`config.mk`:
```
export PLATFORM = sky130hd
export DESIGN_NAME = shift_unit
export DESIGN_NICKNAME = d
export VERILOG_FILES = /design/src/rtl/shift_unit.sv
export SDC_FILE = /design/constraint.sdc
export NUM_CORES = 1
export LEC_CHECK = 0
export CAP_MARGIN = 20
export CORE_MARGIN = 3
export CORE_UTILIZATION = 59
export CTS_BUF_LIST = sky130_fd_sc_hd__clkbuf_4
export DETAILED_ROUTE_END_ITERATION = 8
export DONT_BUFFER_PORTS = 1
export PLACE_DENSITY = 0.84
export SLEW_MARGIN = 20
export SYNTH_ARGS = -nofsm -noshare
export SYNTH_HDL_FRONTEND = slang
export SYNTH_SLANG_ARGS = --single-unit
```
`constraint.sdc`:
```
create_clock -name Clock -period 2.4 [get_ports Clock]
set_clock_uncertainty 0.15 [all_clocks]
set_input_delay 0.12 -clock Clock [delete_from_list [all_inputs] [get_ports Clock]]
set_output_delay 0.12 -clock Clock [all_outputs]
set_load 0.02 [all_outputs]
```
`src/rtl/shift_unit.sv`:
```
// Purpose  : multi-cycle SLL/SRL/SRA/ROR unit on a WIDTH-bit operand, up to STEP bits per clock.
// Latency  : 1 edge for shamt 0, otherwise 1 + ceil(shamt/STEP) edges from accept to out_valid.
// Backpres : in_ready only in IDLE; DONE holds result/carry/zero stable until out_ready.
//
// Ports:
//   Clock, Reset_n            - rising-edge clock, async active-low reset
//   in_valid/in_ready         - operand handshake (in_data, in_shamt, in_mode)
//   out_valid/out_ready       - result handshake (out_data, out_carry, out_zero)
//   in_mode                   - 00 SLL, 01 SRL, 10 SRA, 11 ROR
//
// Build option: define SHIFT_UNIT_ROTATE_EN to build the rotate datapath.
// Without it, mode 11 executes exactly as SRL.
module shift_unit #(
    parameter int WIDTH = 16,
    parameter int STEP  = 1,
    localparam int SW   = $clog2(WIDTH)
) (
    input  logic             Clock,
    input  logic             Reset_n,
    input  logic             in_valid,
    output logic             in_ready,
    input  logic [WIDTH-1:0] in_data,
    input  logic [SW-1:0]    in_shamt,
    input  logic [1:0]       in_mode,
    output logic             out_valid,
    input  logic             out_ready,
    output logic [WIDTH-1:0] out_data,
    output logic             out_carry,
    output logic             out_zero
);

    localparam logic [1:0] S_IDLE  = 2'd0;
    localparam logic [1:0] S_SHIFT = 2'd1;
    localparam logic [1:0] S_DONE  = 2'd2;

    localparam logic [1:0] M_SLL = 2'b00;
    localparam logic [1:0] M_SRA = 2'b10;
`ifdef SHIFT_UNIT_ROTATE_EN
    localparam logic [1:0] M_ROR = 2'b11;
`endif

    // remaining never exceeds WIDTH-1, so a per-cycle step of WIDTH behaves
    // exactly like WIDTH-1 and the clamped value fits in SW bits.
    localparam int           STEP_C = (STEP < WIDTH) ? STEP : WIDTH - 1;
    localparam logic [SW-1:0] STEP_K = SW'(STEP_C);

    logic [1:0]       state;
    logic [WIDTH-1:0] data_r;
    logic [1:0]       mode_r;
    logic             sign_r;
    logic [SW-1:0]    remaining;
    logic             carry_r;
    logic             zero_r;

    logic [SW-1:0]    k;
    logic [WIDTH:0]   ext_l;
    logic [WIDTH:0]   ext_r;
    logic [WIDTH-1:0] fill;
    logic [WIDTH-1:0] nxt_data;
    logic             nxt_carry;

    assign in_ready  = (state == S_IDLE);
    assign out_valid = (state == S_DONE);
    assign out_data  = data_r;
    assign out_carry = carry_r;
    assign out_zero  = zero_r;

    // One shift step of k bits. The extra bit on each side of the extended
    // vectors catches the last bit shifted out, which becomes the carry.
    always_comb begin
        k         = (remaining > STEP_K) ? STEP_K : remaining;
        ext_l     = {1'b0, data_r} << k;
        ext_r     = {data_r, 1'b0} >> k;
        fill      = ~({WIDTH{1'b1}} >> k);
        nxt_data  = ext_r[WIDTH:1];
        nxt_carry = ext_r[0];
        case (mode_r)
            M_SLL: begin
                nxt_data  = ext_l[WIDTH-1:0];
                nxt_carry = ext_l[WIDTH];
            end
            M_SRA: begin
                // Fill from the sign captured at accept, not the working value.
                nxt_data  = ext_r[WIDTH:1] | (sign_r ? fill : '0);
                nxt_carry = ext_r[0];
            end
`ifdef SHIFT_UNIT_ROTATE_EN
            M_ROR: begin
                // Low k bits wrap to the top; the last bit moved lands in the
                // MSB, so it matches the bit that falls out of ext_r.
                nxt_data  = ext_r[WIDTH:1] | (data_r << (WIDTH - int'(k)));
                nxt_carry = ext_r[0];
            end
`endif
            default: begin
                nxt_data  = ext_r[WIDTH:1];
                nxt_carry = ext_r[0];
            end
        endcase
    end

    always_ff @(posedge Clock or negedge Reset_n) begin
        if (!Reset_n) begin
            state     <= S_IDLE;
            data_r    <= '0;
            mode_r    <= '0;
            sign_r    <= 1'b0;
            remaining <= '0;
            carry_r   <= 1'b0;
            zero_r    <= 1'b0;
        end else begin
            case (state)
                S_IDLE: begin
                    if (in_valid) begin
                        data_r    <= in_data;
                        mode_r    <= in_mode;
                        sign_r    <= in_data[WIDTH-1];
                        remaining <= in_shamt;
                        carry_r   <= 1'b0;
                        zero_r    <= (in_data == '0);
                        state     <= (in_shamt == '0) ? S_DONE : S_SHIFT;
                    end
                end
                S_SHIFT: begin
                    data_r    <= nxt_data;
                    carry_r   <= nxt_carry;
                    zero_r    <= (nxt_data == '0);
                    remaining <= remaining - k;
                    if (remaining == k) begin
                        state <= S_DONE;
                    end
                end
                S_DONE: begin
                    if (out_ready) begin
                        state <= S_IDLE;
                    end
                end
                default: state <= S_IDLE;
            endcase
        end
    end

endmodule

```
==> results.py <==
metrics = {
    "status": {
        "outcome": "finished clean",
    },
    "synthesis": {
        "async_reset_ff_share_pct": 100,
        "synth-edff-count": 0,
        "syn_area_um2": 1730,
        "syn-num-nets": 240,
        "synth-main-ff-cell": "dfrtp_1",
        "synth_cell_types": 40,
        "syn-mean-instance-area_um2": 8.12,
        "syn_inst": 213,
        "ys_ff_latch": 27,
        "ys_seq_area_share_pct": 39.1,
        "yosysWarnings": 0,
    },
    "power": {
        "p_seq_share_pct": 41.6,
        "p_int_mw": 1.35,
        "pwr-share-clk_pct": 7.5,
        "design_power_total_mw": 2.94,
        "power_density_nw_per_um2": 1430,
        "swShare_pct": 54.1,
        "p_leak_nw": 0.802,
        "peakVddDrop_v": 0.00137,
        "switching_power_mw": 1.59,
        "combPwrFrac_pct": 51.0,
    },
    "grt": {
        "grt_max_degree": 28,
        "grt.total_usage_pct": 29.3,
        "grt_first_pass_wirelength_um": 8010,
        "grt-ovfl-total": 0,
        "antenna_found_initial": 0,
        "grt_pass1_vias": 1751,
    },
    "critical_path": {
        "r2r-start": "state[0]",
        "crit_arrival_ns": 2.43,
        "worstSetupPathType": "reg -> reg",
        "cp-start-kind": "flip-flop",
        "r2r_end": "state[1]",
        "cpMaxStageDelayCell": "dlygate4sd3_1",
        "critical_path_buf_inv_count": 2,
        "critPathTopFamily": "buffers and inverters",
        "r2r_slack_ns": 0.12,
        "crit_chain": "buf_4 -> nor2b_1 -> nand2b_1 -> a221oi_1 -> dlygate4sd3_1",
        "ff2ff_path_depth": 5,
        "required_ns": 2.55,
        "critPathMaxStageDelay_ns": 0.60,
        "cp-end-kind": "flip-flop",
        "worst-path-max-fanout": 20,
    },
    "floorplan": {
        "core_um2": 2780,
        "ios": 46,
        "start_util_pct": 62.2,
        "die_y_um": 60.1,
        "die_area_um2": 3620,
        "chipWidth_um": 60.1,
        "fp-row-count": 19,
    },
    "drt": {
        "avgRoutedWirePerCell_um": 18.8,
        "drtPass1Iterations": 5,
        "drtIter0Drc": 120,
        "wirelength_um": 5040,
        "drc": 0,
        "ant_nets": 0,
        "avgViaCountPerCell": 6.65,
        "vias": 1781,
    },
    "layout": {
        "n_antenna_cell": 0,
        "area_growth_pct": 18.8,
        "final_net_count": 265,
        "final_common_cell": "nand2_1",
        "final_cell_mix": "40 x nand2_1, 27 x nor2_1, 27 x dlygate4sd3_1, 27 x dfrtp_1, 13 x a21oi_1",
        "nFillCells": 204,
        "drive_above_1_share_pct": 13.1,
    },
    "sta": {
        "period_needed_ns": 2.28,
        "max_slew_margin_pct": 54.5,
        "hold_viol_final": 0,
        "final-setup-viol-count": 0,
        "rsz0062_at_grt": "no",
        "fmax_mhz": 439,
        "post-route-period-util_pct": 94.9,
        "slew_viol_final": 0,
        "finalSetupTns_ns": 0,
        "worstMarginPinSlew_ns": 0.682,
    },
    "place": {
        "place_congestion": 0.891,
        "portBuffers": 0,
        "dp_hpwl_um": 3380,
    },
    "clocking": {
        "cts_resized": 0,
        "cts_buffers": 3,
        "root_buffer": "clkbuf_4",
        "clk_pin_slew_ns": 0.17,
        "htree_levels": 1,
        "cts_buffer_depth": 2,
        "cts.sinks": 27,
        "cts_tree": "built",
        "clk_latency_ns": 0.35,
    },
    "worst_hold_path": {
        "hold_path_class": "in -> reg",
        "whs_endpoint": "out_zero",
        "hold_depth": 4,
        "hp-start": "in_data[15]",
    },
    "job": {
        "cap_violations": 0,
    },
}
worst max path at each step:
stage / startpoint / end / slack, ns / cells past startpoint
5_1_grt: remaining[1] / state[1] / 0.05 / 6
6_report: state[0] / state[1] / 0.12 / 5
3_3_place_gp: state[1] / out_data[12] / 0.51 / 4
2_1_floorplan: state[1] / mode_r[0] / 0.63 / 4
4_1_cts: remaining[1] / state[1] / 0.17 / 6
3_5_place_dp: state[1] / out_data[2] / 0.40 / 5
cell usage after synthesis, types with 5 or more instances:
library cell / n / area (um^2)
nand3_1: 5 / 25.0
nor2_1: 27 / 101
nand2_1: 40 / 150
nor4_1: 7 / 43.8
o21ai_1: 12 / 60.1
buf_2: 6 / 30.0
a21oi_1: 13 / 65.1
o21ai_0: 6 / 30.0
dfrtp_1: 27 / 676
nand3_2: 9 / 90.1
nor3_1: 8 / 40.0
a31oi_1: 6 / 37.5
kinds of logic (layout without fill, tap and decap cells):
| group | Yosys count | count (layout) | share of synthesized area (%) |
|---|---|---|---|
| AO/OA/AOI/OAI | 54 | 54 | 19.5 |
| adder cells (fa/ha/maj) | 1 | 1 | 0.723 |
| buffers and inverters | 14 | 38 | 4.34 |
| flip-flops | 27 | 27 | 39.1 |
| multiplexers | 6 | 6 | 3.76 |
| AND/OR/NAND/NOR | 111 | 111 | 32.6 |
area by class of cell:
type	instances	area, um^2	share of cell area (%)
timing repair buffer	33	328	16.0
sequential	27	676	32.9
tap	31	38.8	1.89
inverter	1	3.75	0.183
multi-input combinational	172	978	47.6
clock buffer	3	22.5	1.10
clock inverter	1	7.51	0.365
worst min-delay path, cell delays in order:
cell	delay, ns
nor4_1	0.03
nand3_1	0.09
o41ai_1	0.08
a31o_1	0.17
power by group through the flow:
stage	Combinational [mW]	Sequential [mW]	Clock, mW
2_1_floorplan	1.18	1.09	0
4_1_cts	1.46	1.21	0.218
6_report	1.50	1.22	0.219
5_1_grt	1.64	1.26	0.234
3_5_place_dp	1.38	1.22	0
3_3_place_gp	1.31	1.20	0
per-stage QoR:
step                      instances  instance area, um^2  utilization [%]  setup WS (ns)  hold WS (ns)
after floorplan                 213                 1730                -          0.633        -0.326
after global placement          236                 1730             62.3          0.506        -0.325
after detailed placement        236                 1730             62.3          0.405        -0.325
after CTS                       268                 2050             73.9          0.170       0.00125
after global routing            268                 2050             73.9         0.0532        0.0245
final                           268                 2050             73.9          0.123      0.000863
layer usage:
layer / track usage (%) / up-vias / part of all wire (%) / wire length (um)
met5: 0 / - / 0 / 0
met4: 14.2 / 0 / 4.1 / 205
met3: 8.21 / 26 / 10 / 526
met2: 47.8 / 114 / 48 / 2420
met1: 35.1 / 831 / 38 / 1890
li1: - / 810 / - / -
timing repair:
item	in CTS	in global routing
endpoints found under the setup margin	0	0
hold endpoints to repair	53	0
setup buffers	0	0
hold buffers	28	0
state kept, by name, indices dropped and copies added (netlist names):
name	flops
remaining	4
out_carry	1
state	2
out_data	16
sign_r	1
out_zero	1
mode_r	2
Power figures use the tool's default switching activity.
